**src/rtl/hub75_fb_ctrl_pkg.sv**
```systemverilog
// Shared framebuffer geometry and controller state encoding for the HUB75 framebuffer controller.
package hub75_fb_ctrl_pkg;

  localparam int unsigned FbAddrW  = 14;
  localparam int unsigned FbDataW  = 20;
  localparam int unsigned FbDepth  = 16384;
  localparam logic [FbDataW-1:0] FbClearValue = '0;

  typedef enum logic [1:0] {
    StIdle     = 2'd0,
    StClear    = 2'd1,
    StSwapWait = 2'd2
  } fb_state_e;

endpackage

```
**src/rtl/hub75_fb_ctrl.sv**
```systemverilog
// Framebuffer write-port owner: host writes, back-bank clears and frame-aligned bank swaps.
module hub75_fb_ctrl
  import hub75_fb_ctrl_pkg::*;
#(
  parameter int unsigned        ADDR_W      = FbAddrW,
  parameter int unsigned        DATA_W      = FbDataW,
  parameter int unsigned        DEPTH       = FbDepth,
  parameter logic [DATA_W-1:0]  CLEAR_VALUE = '0
) (
  input  logic              clk,
  input  logic              rst,
  input  logic              frame_start,
  input  logic              wr_valid,
  input  logic [ADDR_W-1:0] wr_addr,
  input  logic [DATA_W-1:0] wr_data,
  output logic              wr_ready,
  input  logic              clear_req,
  output logic              clear_done,
  input  logic              swap_req,
  output logic              swap_done,
  output logic [ADDR_W-1:0] fb_waddr,
  output logic [DATA_W-1:0] fb_wdata,
  output logic              fb_we,
  output logic              selection,
  output logic              busy
);

  localparam logic [ADDR_W-1:0] LastAddr = ADDR_W'(DEPTH - 1);

  fb_state_e         state_q, state_d;
  logic [ADDR_W-1:0] clr_addr_q, clr_addr_d;
  logic              clr_pend_q, clr_pend_d;
  logic              swap_pend_q, swap_pend_d;
  logic              sel_q, sel_d;
  logic              rdy_q;
  logic              fb_we_q, fb_we_d;
  logic [ADDR_W-1:0] fb_waddr_q, fb_waddr_d;
  logic [DATA_W-1:0] fb_wdata_q, fb_wdata_d;
  logic              clear_done_q, clear_done_d;
  logic              swap_fire_q, swap_fire_d;
  logic              swap_done_q, swap_done_d;
  logic              wr_fire;

  // rdy_q holds off host writes for the first cycle out of reset.
  assign wr_ready = (state_q == StIdle) && rdy_q && !rst;
  assign wr_fire  = wr_valid && wr_ready;

  always_comb begin
    state_d      = state_q;
    clr_addr_d   = clr_addr_q;
    clr_pend_d   = clr_pend_q | clear_req;
    swap_pend_d  = swap_pend_q | swap_req;
    sel_d        = sel_q;
    fb_we_d      = 1'b0;
    fb_waddr_d   = fb_waddr_q;
    fb_wdata_d   = fb_wdata_q;
    clear_done_d = 1'b0;
    swap_fire_d  = 1'b0;
    swap_done_d  = swap_fire_q;

    unique case (state_q)
      StIdle: begin
        if (wr_fire) begin
          fb_we_d    = 1'b1;
          fb_waddr_d = wr_addr;
          fb_wdata_d = wr_data;
        end
        if (clr_pend_d) begin
          state_d    = StClear;
          clr_addr_d = '0;
          clr_pend_d = 1'b0;
        end else if (swap_pend_d) begin
          state_d = StSwapWait;
        end
      end
      StClear: begin
        fb_we_d    = 1'b1;
        fb_waddr_d = clr_addr_q;
        fb_wdata_d = CLEAR_VALUE;
        if (clr_addr_q == LastAddr) begin
          clear_done_d = 1'b1;
          state_d      = swap_pend_d ? StSwapWait : StIdle;
        end else begin
          clr_addr_d = clr_addr_q + 1'b1;
        end
      end
      StSwapWait: begin
        if (frame_start) begin
          sel_d       = ~sel_q;
          swap_pend_d = 1'b0;
          swap_fire_d = 1'b1;
          state_d     = StIdle;
        end
      end
      default: state_d = StIdle;
    endcase
  end

  always_ff @(posedge clk) begin
    if (rst) begin
      state_q      <= StIdle;
      clr_addr_q   <= '0;
      clr_pend_q   <= 1'b0;
      swap_pend_q  <= 1'b0;
      sel_q        <= 1'b0;
      rdy_q        <= 1'b0;
      fb_we_q      <= 1'b0;
      fb_waddr_q   <= '0;
      fb_wdata_q   <= '0;
      clear_done_q <= 1'b0;
      swap_fire_q  <= 1'b0;
      swap_done_q  <= 1'b0;
    end else begin
      state_q      <= state_d;
      clr_addr_q   <= clr_addr_d;
      clr_pend_q   <= clr_pend_d;
      swap_pend_q  <= swap_pend_d;
      sel_q        <= sel_d;
      rdy_q        <= 1'b1;
      fb_we_q      <= fb_we_d;
      fb_waddr_q   <= fb_waddr_d;
      fb_wdata_q   <= fb_wdata_d;
      clear_done_q <= clear_done_d;
      swap_fire_q  <= swap_fire_d;
      swap_done_q  <= swap_done_d;
    end
  end

  assign fb_we      = fb_we_q;
  assign fb_waddr   = fb_waddr_q;
  assign fb_wdata   = fb_wdata_q;
  assign clear_done = clear_done_q;
  assign swap_done  = swap_done_q;
  assign selection  = sel_q;
  assign busy       = (state_q != StIdle) || clr_pend_q || swap_pend_q;

endmodule

```
**config.mk**
```make
export PLATFORM = sky130hd
export DESIGN_NAME = hub75_fb_ctrl
export DESIGN_NICKNAME = d
export VERILOG_FILES = /design/src/rtl/hub75_fb_ctrl_pkg.sv /design/src/rtl/hub75_fb_ctrl.sv
export SDC_FILE = /design/constraint.sdc
export NUM_CORES = 1
export LEC_CHECK = 0
export BUFFER_PORTS_ARGS = -buffer_cell sky130_fd_sc_hd__buf_4
export CORE_ASPECT_RATIO = 0.6
export CORE_MARGIN = 1.5
export CORE_UTILIZATION = 30
export DETAILED_ROUTE_END_ITERATION = 6
export GPL_TIMING_DRIVEN = 0
export PLACE_DENSITY = 0.49
export SLEW_MARGIN = 20
export SYNTH_ARGS = -nofsm -noshare
export SYNTH_HDL_FRONTEND = slang
export SYNTH_SLANG_ARGS = --single-unit
```
**constraint.sdc**
```tcl
create_clock -name clk -period 2.1 [get_ports clk]
set_input_delay 0.42 -clock clk [delete_from_list [all_inputs] [get_ports clk]]
set_output_delay 0.42 -clock clk [all_outputs]
set_load 0.05 [all_outputs]
```
==> impl_metrics.json, run 1 <==
{
  "status": "completed",
  "core_um2": 7850,
  "worstPathCellList": "ha_2 > nand3_4 > or4_1 > clkbuf_1 > a41oi_1 > a211oi_1",
  "synth_simple_gate_area_share": 0.249,
  "fin_total_pwr_mw": 3.36,
  "cts_buffers": 9,
  "synth_seq_cells": 58,
  "yosysTopAreaCellShare": 0.480,
  "finClkSkew_ns": 0.00435,
  "yosys.area.top_type": "dfxtp_1",
  "intPower_mw": 2.43,
  "swShare": 0.276,
  "cts_resized": 1,
  "holdPathEnd": "fb_wdata[19]",
  "grtUsageTotal": 0.176,
  "die_x_um": 119,
  "via_per_inst": 4.83,
  "worstHoldStart": "wr_data[19]",
  "io_pins": 80,
  "syn-cell-area_um2": 2420,
  "grt_max_degree": 11,
  "cp-end-kind": "flip-flop",
  "htreeDepth": 3,
  "fin_crit_ns": 1.96,
  "antenna_found_initial": 0,
  "max_cap_viol_count": 0,
  "place.port_buffers": 78,
  "post_synth_xor_area_fraction": 0.00725,
  "fin_nets": 416,
  "synthTopCellsByCount": "58 x dfxtp_1, 48 x nand2_1, 33 x nor2_1",
  "clock_sinks": 58,
  "synth-async-reset-ratio": 0,
  "clockBufferDepth": 2,
  "syn_nets": 327,
  "hold_class": "input port to flip-flop",
  "grt_pass1_wl_um": 11400,
  "powerDensity_nw_per_um2": 956,
  "worstHoldPathCells": 3,
  "fmax_mhz": 510,
  "fin_crit_sh": 0.933,
  "synthFlopType": "dfxtp_1",
  "final_core_util": 0.447,
  "post_cts_buffers": 0,
  "cp_max_fo": 9,
  "clk_pin_slew_worst_paths_ns": 0.05,
  "p_comb_frac": 0.177,
  "p_sw_mw": 0.928,
  "finalHoldViolations": 0,
  "critPathBufInv": 1,
  "place_congestion": 0.821,
  "grt_pass1_vias": 1985,
  "pwr-share-clk": 0.468,
  "worst_r2r_endpoint": "clr_addr_q[5]",
  "worstMarginPinSlew_ns": 0.591,
  "ant_nets": 0,
  "drv_slew": 0,
  "synth_area_leaders": "dfxtp_1 48%, nand2_1 7.5%, o221a_2 6.1%, a21oi_1 5.6%, nor2_1 5.1%",
  "rr_worst_depth": 6,
  "syn_to_final_growth_pct": 45.3,
  "pwr-share-seq": 0.355,
  "ir_drop_v": 0.000574,
  "remaining_drc_errors": 0,
  "ys_seq_area_frac": 0.480,
  "drt_iter0_drc": 210,
  "yosysUniqueCellTypes": 46,
  "hpwlAfterDp_um": 5360,
  "clk_latency_ns": 0.33,
  "cts-root-buf": "clkbuf_16",
  "synth_mux_area_frac": 0,
  "rrSetupSlack_ns": 0.14,
  "cp_top_family": "simple AND/OR/NAND/NOR gates",
  "cts_tree": "done",
  "cts_hold_buf": 0,
  "slowest_delay_ns": 0.55,
  "stdcell_count": 488,
  "dieArea_um2": 8620,
  "avgSynthCellArea_um2": 8.45,
  "start_util": 0.308,
  "vias": 2355,
  "yosysMostFrequentCell": "dfxtp_1",
  "slowest_stage": "or4_1",
  "rsz0062_at_grt": "false",
  "fin_tns_setup_ns": 0,
  "cp.arrival_ns": 2.14,
  "netlist_instances": 286,
  "die_y_um": 72.5,
  "routed_wl_um": 7350,
  "r2r-start": "clr_addr_q[0]",
  "post_drt_wl_per_cell_um": 15.1,
  "yosys_warnings": 0,
  "relSlewSlack": 0.606,
  "firstDrtPassIters": 4,
  "synth_compound_area_frac": 0.206,
  "synth_top_family_by_area": "simple AND/OR/NAND/NOR gates",
  "crit_required_ns": 2.28,
  "rows": 25,
  "synth_edf_count": 0,
  "antennaDiodeCount": 0,
  "critPathKind": "flip-flop to flip-flop",
  "worstSetupStartpointType": "flip-flop",
  "overflow": 0,
  "finalSetupViolCount": 0,
  "synthAdderAreaFrac": 0.00518,
  "place_inst": 472,
  "drive_gt1_frac": 0.345,
  "leakagePower_nw": 1.43
}
## worst register-to-register path, stage by stage (launching register included)
cell and delay (ns):
dfxtp_2 0.38, ha_2 0.23, nand3_4 0.15, or4_1 0.55, clkbuf_1 0.20, a41oi_1 0.24
a211oi_1 0.07
## power by group through the flow
stage	clock network (mW)	logic, mW	registers [mW]
4_1_cts	1.60	0.597	1.19
5_1_grt	1.66	0.636	1.20
3_5_place_dp	0	0.595	1.21
2_1_floorplan	0	0.230	1.36
6_report	1.57	0.593	1.19
3_3_place_gp	0	0.596	1.21
## flip-flops by register name (all words and copies together) (netlist names)
register and flops:
fb_wdata 20, swap_done_d 1, clear_done 1, selection 1
clr_addr_q 14, swap_pend_q 1, state_q 2, clr_pend_q 1
rdy_q 1, fb_we 1, swap_done 1, fb_waddr 14
## through the flow
step / hold WS, ns / setup slack, ns / area (um^2)
after floorplan: 0.414 / 0.00540 / 2440
final: 0.342 / 0.140 / 3510
after global routing: 0.333 / 0.0287 / 3510
after CTS: 0.330 / 0.0361 / 3490
after global placement: 0.426 / 0.0160 / 3160
after detailed placement: 0.427 / 0.00467 / 3160
## layer usage
layer	GRT usage	wire length (um)
met1	0.286	4270
met2	0.196	2530
met3	0.0660	507
met4	0.0522	43
met5	0	0
## cell families (layout without fill, tap and decap cells)
group,Yosys count,after routing
compound gates,70,70
xor+xnor,2,2
fa+ha+maj,1,1
buf+inv,29,123
flops,58,58
simple gates,126,126
## layout by cell type (no fill, tap or decap), types with 3 or more instances in the layout
master      n
a21oi_1    27
a311oi_1    6
a31oi_1     6
buf_2       5
buf_4      80
clkbuf_1   12
clkbuf_16   9
clkbuf_2    3
dfxtp_1    56
inv_1       5
nand2_1    47
nand3_1     9
nand4_1     3
nor2_1     33
nor3_1     10
o21ai_0     7
o221a_2    13
## layout make-up
type                       instances  area, um^2
timing repair buffer              78         586
fill                             816        4340
clock buffer                      11         243
sequential                        58        1160
inverter                           5        18.8
clock inverter                     5        77.6
tap                              108         135
buffer                            24         121
multi-input combinational        199        1170
## how the worst max path moves through the flow
stage	from	endpoint	slack (ns)	depth (start not counted)
floorplan	rst	fb_waddr[10]	0.005	5
global placement	clr_addr_q[0]	clr_addr_q[10]	0.02	6
detailed placement	clr_addr_q[0]	clr_addr_q[10]	0.005	6
CTS	clr_addr_q[0]	clr_addr_q[5]	0.04	6
global route	state_q[0]	clr_addr_q[5]	0.03	6
finish	clr_addr_q[0]	clr_addr_q[5]	0.14	6
Note: power is estimated with default switching activity, not from simulation.
==> run 2: changes to the inputs <==
Settings changed: REMOVE_ABC_BUFFERS set to 1.
==> impl_metrics.json, run 2 (synthesis results as in run 1) <==
{
  "dieArea_um2": 8620,
  "place_inst": 450,
  "ir_drop_v": 0.000550,
  "worstMarginPinSlew_ns": 0.694,
  "cts_buffers": 9,
  "finClkSkew_ns": 0.00518,
  "place_congestion": 0.750,
  "remaining_drc_errors": 0,
  "critPathKind": "flip-flop to flip-flop",
  "clk_pin_slew_worst_paths_ns": 0.05,
  "cts_tree": "done",
  "seqCellArea_um2": 1160,
  "hpwlAfterDp_um": 4420,
  "cp_max_fo": 9,
  "relSlewSlack": 0.536,
  "vias": 2306,
  "firstDrtPassIters": 4,
  "fillCellCount": 833,
  "final_core_util": 0.430,
  "post_drt_wl_per_cell_um": 14.1,
  "rows": 25,
  "die_x_um": 119,
  "fin_crit_ns": 1.99,
  "cp-end-kind": "flip-flop",
  "start_util": 0.308,
  "final_common_cell": "buf_4",
  "grt_pass1_wl_um": 10700,
  "cts-root-buf": "clkbuf_16",
  "ant_nets": 0,
  "antenna_found_initial": 0,
  "slowest_stage": "or4_4",
  "grt_pass1_vias": 2149,
  "drive_gt1_frac": 0.344,
  "drv_slew": 0,
  "fmax_mhz": 501,
  "fin_crit_sh": 0.950,
  "die_y_um": 72.5,
  "clock_sinks": 58,
  "via_per_inst": 4.95,
  "holdPathEnd": "fb_wdata[19]",
  "worst_r2r_endpoint": "clr_addr_q[5]",
  "max_cap_viol_count": 0,
  "worstPathCellList": "ha_1 > nand3_2 > or4_4 > a41oi_1 > a211oi_1",
  "rsz0062_at_grt": "false",
  "hold_class": "input port to flip-flop",
  "syn_to_final_growth_pct": 39.5,
  "drt_iter0_drc": 100,
  "crit_required_ns": 2.29,
  "largest_reg_flops": 20,
  "place.port_buffers": 79,
  "antennaDiodeCount": 0,
  "rrSetupSlack_ns": 0.11,
  "rr_worst_depth": 5,
  "status": "completed",
  "finalHoldViolations": 0,
  "routed_wl_um": 6560,
  "slowest_delay_ns": 0.67,
  "worstSetupStartpointType": "flip-flop",
  "grt_max_degree": 43,
  "mostFrequentLayoutCells": "80 x buf_4, 58 x dfxtp_1, 45 x nand2_1",
  "stdcell_count": 466,
  "powerDensity_nw_per_um2": 923,
  "multiInputGateArea_um2": 1170,
  "overflow": 0,
  "worstHoldPathCells": 3,
  "clk_latency_ns": 0.33,
  "cp.arrival_ns": 2.18,
  "htreeDepth": 3,
  "leakagePower_nw": 1.37,
  "worstHoldStart": "wr_data[19]",
  "clockBufferDepth": 2,
  "io_pins": 80,
  "grtUsageTotal": 0.160,
  "r2r-start": "clr_addr_q[1]",
  "fin_nets": 394,
  "core_um2": 7850,
  "finalSetupViolCount": 0
}
-- run 2: changes by cell type in the layout (fill, tap and decap cells not counted), moves of 2 or more --
cell / previous run / this run
dfxtp_2: 2 / 0
bufinv_16: 2 / 0
buf_2: 5 / 0
clkbuf_2: 3 / 0
nand2_4: 0 / 2
nand2_1: 47 / 45
clkbuf_1: 12 / 2
dfxtp_1: 56 / 58
-- run 2: cell type report --
cell class,instances,share of cell area
sequential,58,0.344
tap,108,0.0401
clock buffer,14,0.0812
timing repair buffer,80,0.178
multi-input combinational,199,0.348
clock inverter,2,0.00297
inverter,5,0.00556
-- run 2: report_power, final --
group	internal [mW]	switching, mW	leakage [nW]
clock	0.889	0.472	0.143
combinational	0.190	0.361	0.752
sequential	1.16	0.0414	0.472
total	2.24	0.875	1.37
-- run 2: worst max path at each step --
stage / startpoint / end / slack, ns / depth (start not counted)
4_1_cts: clr_addr_q[0] / clr_addr_q[5] / 0.02 / 5
3_5_place_dp: rst / fb_waddr[11] / -0.59 / 5
3_3_place_gp: rst / fb_waddr[0] / -1.12 / 5
6_report: clr_addr_q[1] / clr_addr_q[5] / 0.11 / 5
5_1_grt: clr_addr_q[0] / clr_addr_q[5] / 0.007 / 5
2_1_floorplan: state_q[1] / fb_waddr[0] / -0.93 / 4
-- run 2: per-stage QoR --
step	hold slack, ns	setup slack, ns	cell area [um^2]	setup TNS (ns)	power (mW)
finish	0.340	0.105	3370	0	3.11
global route	0.338	0.00713	3370	0	3.25
CTS	0.330	0.0177	3360	0	3.16
detailed placement	0.427	-0.592	3060	-13.76	1.77
global placement	0.428	-1.12	3040	-34.05	1.77
floorplan	0.414	-0.925	2310	-24.78	1.56
-- run 2: worst max-delay path, delay by kind of cell, from the launching register on --
family	cells	cell delay [ns]
compound gates	2	0.30
fa+ha+maj	1	0.25
flops	1	0.41
simple gates	2	0.90
-- run 2: per-layer routing --
metal | vias to the layer above | share of wire | track usage
li1 | 1161 | - | -
met1 | 1056 | 0.52 | 0.221
met2 | 80 | 0.39 | 0.219
met3 | 9 | 0.082 | 0.0731
met4 | 0 | 0.0098 | 0.0562
met5 | - | 0 | 0
-- run 2: repair_timing --
item / CTS / global route
gates resized for setup: 6 / 3
buffers inserted: 0 / 0
pin swaps: 0 / 1
setup endpoints to repair: 33 / 39
hold buffers: 0 / 0
==> run 3: changes to the inputs <==
Settings changed: CELL_PAD_IN_SITES_DETAIL_PLACEMENT set to 0, CELL_PAD_IN_SITES_GLOBAL_PLACEMENT set to 1, HOLD_SLACK_MARGIN set to 0.08, PLACE_DENSITY 0.49 to 0.64.
==> impl_metrics.json, run 3 (synthesis results as in run 1) <==
{
  "critPathKind": "flip-flop to flip-flop",
  "fin_total_pwr_mw": 3.30,
  "slowest_delay_ns": 0.64,
  "dr_wl_met3_um": 491,
  "overflow": 0,
  "cp-end-kind": "flip-flop",
  "hold_class": "input port to flip-flop",
  "slowest_stage": "or4_4",
  "largest_reg_flops": 20,
  "cts_buffers": 9,
  "drv_slew": 0,
  "cp_max_fo": 9,
  "crit_required_ns": 2.28,
  "hpwlAfterDp_um": 4480,
  "syn_to_final_growth_pct": 41.3,
  "start_util": 0.308,
  "die_x_um": 119,
  "clk_pin_slew_worst_paths_ns": 0.05,
  "routed_wl_um": 6830,
  "drt_iter0_drc": 90,
  "cts_hold_buf": 0,
  "rsz0062_at_grt": "false",
  "antenna_found_initial": 0,
  "highest_layer": "met4",
  "die_y_um": 72.5,
  "worstMarginPinSlew_ns": 0.687,
  "max_cap_viol_count": 0,
  "ant_nets": 0,
  "remaining_drc_errors": 0,
  "clockBufferDepth": 2,
  "via_per_inst": 4.92,
  "worstPathCellList": "ha_1 > nand3_4 > or4_4 > a41oi_1 > a211oi_1",
  "seqCellArea_um2": 1160,
  "post_drt_wl_per_cell_um": 14.7,
  "cts-root-buf": "clkbuf_16",
  "final_common_cell": "buf_4",
  "core_um2": 7850,
  "finalSetupViolCount": 0,
  "ir_drop_v": 0.000444,
  "cts_tree": "done",
  "place_congestion": 0.771,
  "leakagePower_nw": 1.39,
  "fin_crit_ns": 1.99,
  "cp.arrival_ns": 2.17,
  "antennaDiodeCount": 0,
  "grt_max_degree": 43,
  "grt_pass1_wl_um": 10800,
  "finalHoldViolations": 0,
  "mostFrequentLayoutCells": "80 x buf_4, 58 x dfxtp_1, 45 x nand2_1",
  "worstSetupStartpointType": "flip-flop",
  "clock_sinks": 58,
  "finClkSkew_ns": 0.00269,
  "grtUsageTotal": 0.162,
  "status": "completed",
  "fmax_mhz": 503,
  "dieArea_um2": 8620,
  "drive_gt1_frac": 0.349,
  "wl_met2_um": 2670,
  "firstDrtPassIters": 4,
  "fillCellCount": 780,
  "clk_latency_ns": 0.32,
  "io_pins": 80,
  "fin_crit_sh": 0.947,
  "htreeDepth": 3,
  "rows": 25,
  "fin_tns_setup_ns": 0,
  "wl_met1_um": 3600,
  "place.port_buffers": 79,
  "relSlewSlack": 0.540,
  "fin_nets": 394,
  "grt_pass1_vias": 2096,
  "vias": 2292,
  "multiInputGateArea_um2": 1180,
  "post_cts_buffers": 0,
  "powerDensity_nw_per_um2": 967
}
-- run 3: cell types whose count changed in the layout (fill, tap and decap cells not counted) --
cell       previous run  this run
clkbuf_8              3         1
nand3_2               1         0
clkbuf_1              2         0
nand3_4               0         1
bufinv_16             0         2
clkinv_2              2         4
-- run 3: worst max-delay path, delay by kind of cell, from the launching register on --
| family | cells | cell delay, ns |
|---|---|---|
| fa+ha+maj | 1 | 0.30 |
| compound gates | 2 | 0.30 |
| simple gates | 2 | 0.81 |
| flops | 1 | 0.45 |
-- run 3: final cells by class --
| type | count | area share |
|---|---|---|
| multi-input combinational | 199 | 0.346 |
| timing repair buffer | 80 | 0.176 |
| clock inverter | 6 | 0.0234 |
| sequential | 58 | 0.340 |
| clock buffer | 10 | 0.0700 |
| inverter | 5 | 0.00549 |
| tap | 108 | 0.0396 |
-- run 3: metal layers --
metal  global-route usage  up-vias
met1                0.229     1049
li1                     -     1161
met2                0.220       74
met5                    0        -
met4               0.0522        0
met3               0.0708        8
-- run 3: path summary, 6_finish.rpt --
check | cells past startpoint | slack [ns] | endpoint | startpoint
setup reg to reg | 5 | 0.11 | clr_addr_q[5] | clr_addr_q[0]
hold reg to reg | 1 | 0.44 | swap_done | swap_done_d
hold / removal | 3 | 0.34 | fb_wdata[12] | wr_data[12]
setup / recovery | 5 | 0.11 | clr_addr_q[5] | clr_addr_q[0]
-- run 3: where the power goes --
group | leakage, nW | internal, mW | total [mW] | switching, mW
clock | 0.162 | 1.06 | 1.55 | 0.489
sequential | 0.472 | 1.16 | 1.20 | 0.0430
combinational | 0.752 | 0.189 | 0.551 | 0.362
total | 1.39 | 2.41 | 3.30 | 0.893
-- run 3: timing repair --
item	CTS	global route
setup endpoints to repair	33	41
resized for setup	5	5
endpoints found under the hold margin	0	0
-- run 3: per-stage QoR --
| stage | cell area (um^2) | util | setup WS (ns) | cells | hold slack [ns] |
|---|---|---|---|---|---|
| 2_1_floorplan | 2310 | - | -0.925 | 262 | 0.414 |
| 4_1_cts | 3390 | 0.432 | 0.0170 | 466 | 0.329 |
| 3_5_place_dp | 3060 | 0.389 | -0.680 | 450 | 0.425 |
| 6_report | 3420 | 0.435 | 0.112 | 466 | 0.340 |
| 5_1_grt | 3420 | 0.435 | 0.0421 | 466 | 0.334 |
| 3_3_place_gp | 3040 | 0.387 | -1.20 | 449 | 0.428 |
